$ cat src/rtl/sync_fifo_param.sv
// Parametrised single-clock FIFO with registered read port, occupancy count,
// programmable almost-full/almost-empty thresholds and sticky error flags.
module sync_fifo_param #(
    parameter int DATA_WIDTH    = 8,
    parameter int DEPTH         = 16,
    parameter int AFULL_THRESH  = DEPTH - 2,
    parameter int AEMPTY_THRESH = 2
) (
    input  logic                     Clk,
    input  logic                     Rst_n,
    input  logic                     WR,
    input  logic [DATA_WIDTH-1:0]    dataIn,
    input  logic                     RD,
    input  logic                     CLR_ERR,
    output logic [DATA_WIDTH-1:0]    dataOut,
    output logic                     dataValid,
    output logic                     FULL,
    output logic                     EMPTY,
    output logic                     ALMOST_FULL,
    output logic                     ALMOST_EMPTY,
    output logic [$clog2(DEPTH):0]   count,
    output logic                     OVERFLOW,
    output logic                     UNDERFLOW
);

    localparam int AW = $clog2(DEPTH);
    localparam int CW = AW + 1;

    localparam logic [CW-1:0] DEPTH_C   = CW'(DEPTH);
    localparam logic [CW-1:0] AFULL_C   = CW'(AFULL_THRESH);
    localparam logic [CW-1:0] AEMPTY_C  = CW'(AEMPTY_THRESH);
    localparam logic [CW-1:0] COUNT_ONE = CW'(1);
    localparam logic [AW-1:0] PTR_ONE   = AW'(1);

    logic [DATA_WIDTH-1:0] mem [DEPTH];
    logic [AW-1:0]         wrPtr;
    logic [AW-1:0]         rdPtr;
    logic [CW-1:0]         countNext;
    logic                  wrAcc;
    logic                  rdAcc;
    logic                  ovfSet;
    logic                  udfSet;

    // A read in the same cycle frees a slot, so a full FIFO still takes a write alongside it.
    always_comb begin
        wrAcc     = WR && (!FULL || RD);
        rdAcc     = RD && !EMPTY;
        ovfSet    = WR && FULL && !RD;
        udfSet    = RD && EMPTY;
        countNext = count;
        if (wrAcc && !rdAcc) begin
            countNext = count + COUNT_ONE;
        end else if (rdAcc && !wrAcc) begin
            countNext = count - COUNT_ONE;
        end
    end

    always_ff @(posedge Clk) begin
        if (Rst_n && wrAcc) begin
            mem[wrPtr] <= dataIn;
        end
    end

    always_ff @(posedge Clk) begin
        if (!Rst_n) begin
            wrPtr     <= '0;
            rdPtr     <= '0;
            dataOut   <= '0;
            dataValid <= 1'b0;
        end else begin
            dataValid <= rdAcc;
            if (wrAcc) begin
                wrPtr <= wrPtr + PTR_ONE;
            end
            if (rdAcc) begin
                dataOut <= mem[rdPtr];
                rdPtr   <= rdPtr + PTR_ONE;
            end
        end
    end

    // Status flags are registered from the next count so they always agree with count.
    always_ff @(posedge Clk) begin
        if (!Rst_n) begin
            count        <= '0;
            FULL         <= 1'b0;
            EMPTY        <= 1'b1;
            ALMOST_FULL  <= 1'b0;
            ALMOST_EMPTY <= 1'b1;
        end else begin
            count        <= countNext;
            FULL         <= (countNext == DEPTH_C);
            EMPTY        <= (countNext == '0);
            ALMOST_FULL  <= (countNext >= AFULL_C);
            ALMOST_EMPTY <= (countNext <= AEMPTY_C);
        end
    end

    // A new error on the same edge as CLR_ERR keeps its flag set.
    always_ff @(posedge Clk) begin
        if (!Rst_n) begin
            OVERFLOW  <= 1'b0;
            UNDERFLOW <= 1'b0;
        end else begin
            if (ovfSet) begin
                OVERFLOW <= 1'b1;
            end else if (CLR_ERR) begin
                OVERFLOW <= 1'b0;
            end
            if (udfSet) begin
                UNDERFLOW <= 1'b1;
            end else if (CLR_ERR) begin
                UNDERFLOW <= 1'b0;
            end
        end
    end

endmodule

$ cat config.mk
export PLATFORM = sky130hd
export DESIGN_NAME = sync_fifo_param
export DESIGN_NICKNAME = d
export VERILOG_FILES = /design/src/rtl/sync_fifo_param.sv
export SDC_FILE = /design/constraint.sdc
export NUM_CORES = 1
export LEC_CHECK = 0
export CAP_MARGIN = 20
export CORE_MARGIN = 1
export CORE_UTILIZATION = 48
export CTS_BUF_LIST = sky130_fd_sc_hd__clkbuf_16
export DETAILED_ROUTE_END_ITERATION = 8
export PLACE_DENSITY = 0.66
export SLEW_MARGIN = 20
export SYNTH_ARGS = -nofsm -noshare
export SYNTH_HDL_FRONTEND = slang
export SYNTH_SLANG_ARGS = --single-unit
$ cat constraint.sdc
create_clock -name Clk -period 5.5 [get_ports Clk]
set_input_delay 1.1 -clock Clk [delete_from_list [all_inputs] [get_ports Clk]]
set_output_delay 1.1 -clock Clk [all_outputs]
set_load 0.005 [all_outputs]
Word-level counts from Yosys, hierarchy flattened
Memories as Yosys holds them, arrays and structs flattened. A register that Yosys moved wholly into a read port is not among the register bits.
Cells that the tools add are included.
{ "classes": {"add_sub_neg": 4, "reduce_logical": 18, "muxes": 7, "eq_ne": 1, "n_lt_le_gt_ge": 2} }
{ "ops": {"columns": ["cell", "n"], "rows": [
  ["$mux 5", 2],
  ["$add 4x1->4 const B", 2],
  ["$logic_and 1x1->1", 8],
  ["$logic_not 1->1", 6],
  ["$add 5x1->5 const B", 1],
  ["$eq 5x5->1 const B", 1],
  ["$ge 5x4->1 const B", 1],
  ["$le 5x2->1 const B", 1],
  ["$logic_not 5->1", 1],
  ["$mux 1", 5],
  ["$sub 5x1->5 const B", 1],
  ["$reduce_bool 2->1", 2],
  ["$logic_or 1x1->1", 1]
]} }
{ "totals": {"input_bits": 13, "n_memories": 1, "output_inout_bits": 20, "mem_bits_rw": 128, "wordCells": 43, "reg_bits": 20} }
{ "mem_list": {"columns": ["memory", "depth", "width", "read_ports", "rd_clocked_by_memory_dff", "write_ports", "line", "source"], "rows": [
  ["mem", 16, 8, 1, 1, 1, "35", "logic [DATA_WIDTH-1:0] mem [DEPTH];"]
]} }

Longest topological paths before layout
Gate-level depths: netlist (run 1).
{ "logic_depth": {"depth_word": 8, "depth_mapped": 7, "mapped_depth_nobuf": 7} }

Worst setup path before layout (run 1)
OpenSTA, ideal clock, no wires.
{ "synth_timing": {"path_type": "input-to-reg", "start": "input RD", "end": "memory mem[7][0] (enable)", "slack_ps": 2987, "stages": 6, "path_buffers": 1, "arrival_ps": 2143, "setup_ps": 370, "required_ps": 5130, "cell_sequence": "nor2b_1 nor2b_1 clkbuf_1 and3_1 nand2_1 nor2_1"} }
{ "synth_between": {"elab_chain_cells": 5} }
{ "synth_lines": {"columns": ["item", "line", "source"], "rows": [
  ["from (decl)", "13", "input logic RD,"],
  ["$logic_or 1x1->1", "46", "wrAcc = WR && (!FULL || RD);"],
  ["$logic_and 1x1->1", "46", null],
  ["$logic_and 1x1->1", "59", "if (Rst_n && wrAcc) begin"],
  ["$mux 1", "59", null],
  ["$mux 1 (implied by the code)", "60", "mem[wrPtr] <= dataIn;"],
  ["to (decl)", "35", null]
]} }
Every way passes these cells.

Final worst setup path (run 1)
{ "layout_timing": {"start": "input WR", "end": "memory mem[2][3] (enable)"} }
{ "layout_between": {"elab_chain_cells": 4} }
{ "layout_lines": {"columns": ["item", "line", "source"], "rows": [
  ["from (decl)", "11", "input logic WR,"],
  ["$logic_and 1x1->1", "46", null],
  ["$logic_and 1x1->1", "59", null],
  ["$mux 1", "59", null],
  ["$mux 1 (implied by the code)", "60", null]
]} }
Every way passes these cells.

==> results.md, run 1 <==
* Initial antenna violation count at 0
* WHS Endpoint: dataOut[0]
* Cell depth of the worst hold path at 1
* Final worst path period share at 63.3%
* Setup TNS at 0 ps
* Detail Route Antenna Nets at 0
* Num rows at 41
* Overall power at 0.00268 W
* Residual DRC at 0
* Slew at the pin closest to its max-slew limit at 892 ps
* Hold_sp: dataOut[0]
* Cts bufs inserted at 17
* Avg WL per Cell at 23.0 µm
* CP required at 5580 ps
* PortBufs at 32
* DRT iter0 DRCs at 392
* Final hold slack at 504 ps
* First-pass GRT wire length at 20.2 mm
* Setup bufs post-CTS at 0
* CORE AREA at 0.0127 mm²
* Final period demand of the worst path at 3480 ps
* Clock Latency Late Sink at 420 ps
* Vias in the first global route at 3275
* Clk_skew at 5.70 ps
* Final setup fails at 0
* Cts hold-fix bufs at 0
* Top area cells in the synthesized netlist: edfxtp_1 (62%), mux4_2 (12%), dfxtp_1 (9.0%), a22oi_1 (1.9%), and2_1 (1.6%)
* Vias at 3378
* FF-to-FF End: mem[2][3]
* GRT Residual Overflow at 0
* GRT Util Overall at 22.1%
* Hold Vio Cnt, Final at 0
* Gp weighted congestion at 0.871
* # nets final at 414
* Pleak at 2.38 nW
* Yosys top cell area share at 61.6%
* Crit Path Category: in2reg
* Top FF cell, synth: edfxtp_1
* Max_cap viols at 0
* Min-Delay Path Class: reg2reg
* PD cells at 369 mW/mm²
* Status: finished clean
* Die H at 116 µm
* Antenna diodes at 0
* Post-synthesis sequential area ratio at 70.6%
* FF-to-FF Start: FULL
* EDFF count, synth at 128
* Layout cells sized above 1 at 17.7%
* Largest net degree at the start of global routing at 36
* Max-slew violations at 0
* Area grow syn2layout at 16.3%
* Crit path DAT at 3560 ps
* CTS tree: done
* R2R Setup Slk at 3000 ps
* CP Launch Type: primary input
* Normalized max-slew margin at 40.4%
* Fmax at 287 MHz
* Synth cell types at 43
* RSZ-0062 raised after global routing: no
* Syn nets at 378
* Post-synthesis register bit count at 156
* Total wire length at 13.3 mm
* Yosys warnings at 0
* Starting Density at 49.3%
* CTS resizes at 0
* Root Driver: clkbuf_16
* I/O pin cnt at 33
* Final Non-Filler Cells at 579
* Reg clk slew, reported paths at 60 ps
* Placed cell count at 547
* H-tree depth at 4
* FF-to-FF path depth at 4
* Syn_area_per_cell at 17.4 µm²
* Die ar. at 0.0135 mm²
* Fraction of registers with async set/reset at 0%
* DRT Pass-1 Iters at 5
* Clock sinks at 156
* Post-Synthesis Cells at 358
* Mapped Area at 0.00624 mm²
* Detailed Place HPWL at 8.52 mm
* Max IR drop VDD at 0.000238 V
* Routed vias/inst at 5.83
* Die width at 116 µm
* Post-layout util at 57.3%
* Crit path max fanout at 13
* Clock buffer depth at 2
* CP Capture Type: flip-flop
* Post-synth top area cell: edfxtp_1
through the flow:
stage,cell area [µm²],setup slack (ps)
global placement,6720,1660
CTS,7260,2000
floorplan,6240,2990
finish,7260,2020
detailed placement,6720,1580
global route,7260,1860
worst max-delay path, stage by stage:
cell and delay, ps:
clkdlybuf4s50_1 740, nor2b_1 550, nor4bb_1 720, and2_1 450
cell usage in the layout (no fill, tap or decap), types with 2 or more instances in the layout:
cell type        synthesis  final
nand3b_1                 2      2
o21ai_0                  4      4
a21oi_1                 12     12
nand2b_1                 3      3
a31o_2                   9      9
and2_1                  16     16
mux4_2                  32     32
buf_4                    0      3
bufinv_16                0      2
nand2_1                 11     11
o21a_1                   3      3
inv_1                   11     13
nor2_1                   8      8
clkinv_2                 0      4
clkinv_1                 0      7
a22oi_1                 16     16
nand4_1                  3      3
clkdlybuf4s50_1          0     32
dfxtp_1                 28     27
edfxtp_1               128    128
ha_1                     7      7
nand3_1                  2      2
xnor2_1                  6      6
o211ai_1                 2      2
a211oi_1                 2      2
a21boi_0                 2      2
nor2b_1                 10     10
clkbuf_16                0     17
and3_1                   7      7
state kept, by name, indices dropped and copies added, names as in the netlist:
register and count:
ALMOST_EMPTY 1, ALMOST_FULL 1, EMPTY 1, FULL 1, OVERFLOW 1, UNDERFLOW 1, count 5, dataOut 8
dataValid 1, mem 128, rdPtr 4, wrPtr 4
layout make-up:
cell class	count	area, µm²
clock inverter	15	114
tap	172	215
sequential	156	4410
clock buffer	17	425
inverter	11	41.3
fill	978	5410
timing repair buffer	35	343
multi-input combinational	173	1720
cell usage after synthesis, drive strengths merged, types with 2 or more instances:
cell type,count
a211oi,2
a21boi,2
a21oi,12
a22oi,16
a31o,9
and2,16
and3,7
buf,7
clkbuf,10
dfxtp,28
edfxtp,128
ha,7
inv,11
mux2i,2
mux4,32
nand2,11
nand2b,3
nand3,2
nand3b,2
nand4,3
nor2,8
nor2b,10
o211ai,2
o21a,3
o21ai,4
xnor2,6
power by group:
part / total (W) / internal [W] / switching (W)
Sequential: 0.00133 / 0.00131 / 0.0000239
Clock: 0.00107 / 0.000648 / 0.000427
Combinational: 0.000275 / 0.000132 / 0.000143
worst max path at each step:
stage                     start   endpoint  slack, ps  depth (start not counted)
after global placement       WR  mem[3][3]       1660                          4
after CTS                    WR  mem[2][0]       2000                          4
after global routing         WR  mem[2][3]       1860                          4
final                        WR  mem[2][3]       2020                          4
after floorplan              RD  mem[7][0]       2990                          6
after detailed placement     WR  mem[2][2]       1580                          4
layer usage:
layer,up-vias,track usage (%),routed length [µm]
met5,-,0,0
met3,19,6.17,789
met1,1751,31.5,6140
li1,1497,-,-
met4,0,7.18,194
met2,111,33.1,6190
kinds of logic after synthesis:
logic type | after synthesis | synth area share, %
fa+ha+maj | 7 | 1.40
flops | 156 | 70.6
mux | 34 | 12.1
buf+inv | 29 | 1.94
simple gates | 71 | 6.94
compound gates | 55 | 6.25
xor+xnor | 6 | 0.842
Power figures use the tool's default switching activity.
==> run 2: changes to the inputs <==
==> constraint.sdc (replaced) <==
create_clock -name Clk -period 3.5 [get_ports Clk]
set_input_delay 0.7 -clock Clk [delete_from_list [all_inputs] [get_ports Clk]]
set_output_delay 0.7 -clock Clk [all_outputs]
set_load 0.005 [all_outputs]
==> results.md, run 2 (synthesis gave the netlist of run 1 again) <==
* Min-Delay Path Class: reg2reg
* Setup TNS at 0 ps (unchanged)
* Commonest non-fill, non-tap cell in the layout: edfxtp_1
* Pleak at 2.46 nW (+3.5%)
* Setup bufs post-CTS at 0 (unchanged)
* CP Launch Type: primary input
* Initial antenna violation count at 0 (unchanged)
* Fmax at 383 MHz
* Uppermost routed layer: met4
* Detailed Place HPWL at 8.59 mm (+0.76%)
* Final hold slack at 487 ps (-16.8 ps)
* RSZ-0062 raised after global routing: no
* DRT iter0 DRCs at 337 (-14%)
* Final setup fails at 0 (unchanged)
* Gp weighted congestion at 0.865 (-0.64%)
* DRT Pass-1 Iters at 4 (-1)
* H-tree depth at 4 (unchanged)
* Commonest non-fill, non-tap cells in the layout: edfxtp_1 (128), mux4_2 (32), clkdlybuf4s50_1 (32)
* Vias in the first global route at 3254 (-0.64%)
* PD cells at 603 mW/mm² (+63%)
* Antenna diodes at 0 (unchanged)
* Final worst path period share at 74.6%
* Residual DRC at 0 (unchanged)
* Clock Latency Late Sink at 420 ps (about the same)
* Routed length on met3 at 795 µm (+0.76%)
* Hold Vio Cnt, Final at 0 (unchanged)
* Routed vias/inst at 5.74 (-1.6%)
* Status: finished clean
* CP required at 3590 ps (-1990 ps)
* Reg clk slew, reported paths at 60 ps (about the same)
* Normalized max-slew margin at 48.6% (+8.2 points)
* CTS resizes at 0 (unchanged)
* Final period demand of the worst path at 2610 ps
* Cts hold-fix bufs at 0 (unchanged)
* CP Capture Type: flip-flop
* Num rows at 41 (unchanged)
* Most flop-heavy register: mem
* Clock buffer depth at 2 (unchanged)
* # fillers at 945 (-3.4%)
* CORE AREA at 0.0127 mm² (unchanged)
* Hold_sp: dataOut[7]
* Largest net degree at the start of global routing at 36 (unchanged)
* Area grow syn2layout at 18.7%
* Overall power at 0.00447 W (+67%)
* Max_cap viols at 0 (unchanged)
* CTS tree: done
* WL met1 at 5.75 mm (-6.3%)
* Fin area at 0.00741 mm² (+2.1%)
* I/O pin cnt at 33 (unchanged)
* Avg WL per Cell at 22.1 µm (-3.9%)
* Setup crit start: WR
* FF-to-FF Start: rdPtr[0]
* First-pass GRT wire length at 19.6 mm (-3.2%)
* Post-DP Area at 0.00678 mm² (+0.86%)
* Total wire length at 12.9 mm (-2.9%)
* Starting Density at 49.3% (unchanged)
* GRT Util Overall at 21.4% (-0.67 points)
* Die width at 116 µm (unchanged)
* Vias at 3357 (-0.62%)
* Clock sinks at 156 (unchanged)
* Biggest regs: mem x128, dataOut x8, count x5
* Max IR drop VDD at 0.000391 V (+64%)
* Die H at 116 µm (unchanged)
* Max FFs per register at 128 (unchanged)
* Crit Path Category: in2reg
* Met2 Routed Length at 6.17 mm (-0.29%)
* Crit path max fanout at 13 (unchanged)
* # nets final at 420 (+1.4%)
* Clk_skew at 7.66 ps (+1.96 ps)
* Max-slew violations at 0 (unchanged)
* Detail Route Antenna Nets at 0 (unchanged)
* Crit path DAT at 2700 ps (-860 ps)
* PortBufs at 32 (unchanged)
* GRT Residual Overflow at 0 (unchanged)
* Slew at the pin closest to its max-slew limit at 769 ps (-123 ps)
* Layout cells sized above 1 at 20.1% (+2.4 points)
* Root Driver: clkbuf_16
* Cts bufs inserted at 17 (unchanged)
* Die ar. at 0.0135 mm² (unchanged)
-- run 2: final cells by class --
cell class | count | area (µm²) | area share, %
clock buffer | 17 | 425 | 5.74
tap | 172 | 215 | 2.90
multi-input combinational | 173 | 1720 | 23.2
timing repair buffer | 41 | 400 | 5.40
clock inverter | 15 | 206 | 2.79
sequential | 156 | 4410 | 59.4
inverter | 11 | 41.3 | 0.557
-- run 2: routing by layer --
layer / vias to the layer above / track usage, %
met1: 1718 / 29.6
met5: - / 0
met3: 16 / 6.17
li1: 1510 / -
met4: 0 / 8.63
met2: 113 / 32.2
-- run 2: stage by stage --
stage	util [%]	cells	setup WS (ps)
after global placement	53.5	553	360
after floorplan	-	358	1390
after global routing	58.5	585	705
final	58.5	585	889
after detailed placement	53.5	553	413
after CTS	58.5	585	859
-- run 2: power breakdown --
part	switching, W	internal (W)	leakage [nW]
combinational	0.000206	0.000213	0.758
clock	0.000687	0.00125	0.322
sequential	0.0000538	0.00205	1.38
-- run 2: worst paths after layout --
kind / end / slack [ps] / depth (start not counted)
min: dataOut[7] / 490 / 1
max reg2reg: dataOut[4] / 1150 / 5
max: mem[0][4] / 890 / 4
min reg2reg: dataOut[7] / 490 / 1
-- run 2: critical path: stages --
cell and delay (ps):
clkdlybuf4s50_1 760, nor2b_1 320, nor4bb_1 500, and2_1 420
==> run 3: changes to the inputs <==
--- a/config.mk
+++ b/config.mk
@@ -10,7 +10,7 @@
 export CORE_UTILIZATION = 48
 export CTS_BUF_LIST = sky130_fd_sc_hd__clkbuf_16
 export DETAILED_ROUTE_END_ITERATION = 8
-export PLACE_DENSITY = 0.66
+export PLACE_DENSITY = 0.69
 export SLEW_MARGIN = 20
 export SYNTH_ARGS = -nofsm -noshare
 export SYNTH_HDL_FRONTEND = slang
==> constraint.sdc (replaced) <==
create_clock -name Clk -period 2.2 [get_ports Clk]
set_input_delay 0.44 -clock Clk [delete_from_list [all_inputs] [get_ports Clk]]
set_output_delay 0.44 -clock Clk [all_outputs]
set_load 0.005 [all_outputs]
==> results.md, run 3 (synthesis gave the netlist of run 1 again) <==
* Status: finished clean
* Commonest non-fill, non-tap cell in the layout: edfxtp_1
* Area grow syn2layout at 23.9%
* RSZ-0062 raised after global routing: no
* Pre-CTS WS at -270 ps (-684 ps)
* CP Capture Type: flip-flop
* H-tree depth at 4 (unchanged)
* Root Driver: clkbuf_16
* Clock buffer depth at 2 (unchanged)
* Initial antenna violation count at 0 (unchanged)
* Max_cap viols at 0 (unchanged)
* CP required at 2510 ps (-1080 ps)
* First-pass GRT wire length at 19.5 mm (-0.32%)
* Clock sinks at 156 (unchanged)
* Avg WL per Cell at 20.1 µm (-9.2%)
* Detailed Place HPWL at 8.16 mm (-4.9%)
* Min-Delay Path Class: reg2reg
* Layout cells sized above 1 at 25.5% (+5.4 points)
* Commonest non-fill, non-tap cells in the layout: edfxtp_1 (128), mux4_2 (32), clkdlybuf4s50_1 (32)
* Gp weighted congestion at 0.762 (-12%)
* Final setup fails at 0 (unchanged)
* Biggest regs: mem x128, dataOut x8, count x5
* Clock Latency Late Sink at 420 ps (about the same)
* DRT iter0 DRCs at 284 (-16%)
* Slew at the pin closest to its max-slew limit at 717 ps (-51.9 ps)
* PD cells at 903 mW/mm² (+50%)
* Hold Vio Cnt, Final at 0 (unchanged)
* Crit Path Category: in2reg
* Sequential group share of total power at 47.6% (+0.4 points)
* Max-slew violations at 0 (unchanged)
* GRT Util Overall at 20.5% (-0.95 points)
* Final worst setup slack at 117 ps (-771 ps)
* Pleak at 2.61 nW (+5.8%)
* Die ar. at 0.0135 mm² (unchanged)
* CP Launch Type: primary input
* Clock share of power at 42.0% (-1.4 points)
* Crit path max fanout at 4 (-9)
* CTS tree: done
* Most flop-heavy register: mem
* NetSw at 0.00155 W (+64%)
* Detail Route Antenna Nets at 0 (unchanged)
* Max IR drop VDD at 0.000552 V (+41%)
* Starting Density at 49.3% (unchanged)
* Final worst path period share at 94.7%
* Antenna diodes at 0 (unchanged)
* Overall power at 0.00698 W (+56%)
* Cts hold-fix bufs at 0 (unchanged)
* Final period demand of the worst path at 2080 ps
* Normalized max-slew margin at 52.1% (+3.5 points)
* Clk_skew at 9.76 ps (+2.11 ps)
* Switch share at 22.3% (+1.1 points)
* # nets final at 447 (+6.4%)
* Largest net degree at the start of global routing at 36 (unchanged)
* Fmax at 480 MHz
* Vias in the first global route at 3497 (+7.5%)
* I/O pin cnt at 33 (unchanged)
* Vias at 3373 (+0.48%)
* Num rows at 41 (unchanged)
* Gate power share at 10.4% (+1.0 points)
* Total wire length at 12.3 mm (-5.0%)
* Die H at 116 µm (unchanged)
* GRT Residual Overflow at 0 (unchanged)
* Reg clk slew, reported paths at 60 ps (about the same)
* Max FFs per register at 128 (unchanged)
* Die width at 116 µm (unchanged)
* Final Non-Filler Cells at 612 (+4.6%)
* Placed cell count at 580 (+4.9%)
* CORE AREA at 0.0127 mm² (unchanged)
* Internal power at 0.00543 W (+54%)
* PortBufs at 32 (unchanged)
* Crit path DAT at 2390 ps (-310 ps)
* Cts bufs inserted at 17 (unchanged)
* Residual DRC at 0 (unchanged)
* Routed vias/inst at 5.51 (-4.0%)
* DRT Pass-1 Iters at 5 (+1)
==> run 3: cell types whose count changed in the layout (fill, tap and decap cells not counted) <==
cell and delta:
buf_4 +15, buf_12 +12, clkinvlp_4 +3, bufinv_16 -2, clkinv_4 -2, inv_6 +2
a211oi_1 -1, a211oi_2 +1, clkinv_2 -1, inv_1 -1, inv_8 +1
==> run 3: what timing repair did <==
action | CTS | global route
buffers inserted | 0 | 0
endpoints found under the setup margin | 0 | 1
resized for setup | 0 | 1
==> run 3: layout make-up <==
cell class | count | area (µm²)
clock buffer | 17 | 425
clock inverter | 15 | 171
fill | 935 | 4940
inverter | 11 | 41.3
multi-input combinational | 173 | 1720
sequential | 156 | 4410
tap | 172 | 215
timing repair buffer | 68 | 753
==> run 3: worst max-delay path, stage by stage <==
cell and delay (ps):
clkdlybuf4s50_1 500, nor3b_4 240, buf_4 140, nand4_1 150
a21boi_0 270, and2b_1 260, o41ai_1 390
==> run 3: routing by layer <==
metal / global-route usage (%) / share of wire [%]
met5: 0 / 0
met4: 8.63 / 1.2
met3: 5.02 / 4.5
met2: 31.5 / 49
met1: 28.0 / 46
==> run 3: path summary, 6_finish.rpt <==
path / slack, ps / startpoint / to / depth (start not counted)
min reg2reg: 490 / dataOut[5] / dataOut[5] / 1
max: 120 / WR / EMPTY / 7
max reg2reg: 250 / EMPTY / EMPTY / 5
min: 490 / dataOut[5] / dataOut[5] / 1
==> run 3: stage by stage <==
stage                     area, µm²  utilization, %  hold WS [ps]  setup TNS (ps)
after floorplan                6240               -           485               0
after global placement         7130            56.3           469          -14640
after detailed placement       7130            56.3           475          -17790
after CTS                      7730            61.0           490               0
after global routing           7730            61.0           503               0
final                          7730            61.0           488               0
==> run 3: power groups by stage <==
stage | Sequential [W] | Combinational (W) | Clock, W
CTS | 0.00332 | 0.000733 | 0.00298
detailed placement | 0.00338 | 0.000728 | 0
global placement | 0.00338 | 0.000707 | 0
finish | 0.00332 | 0.000728 | 0.00293
floorplan | 0.00337 | 0.000416 | 0
global route | 0.00333 | 0.000796 | 0.00310
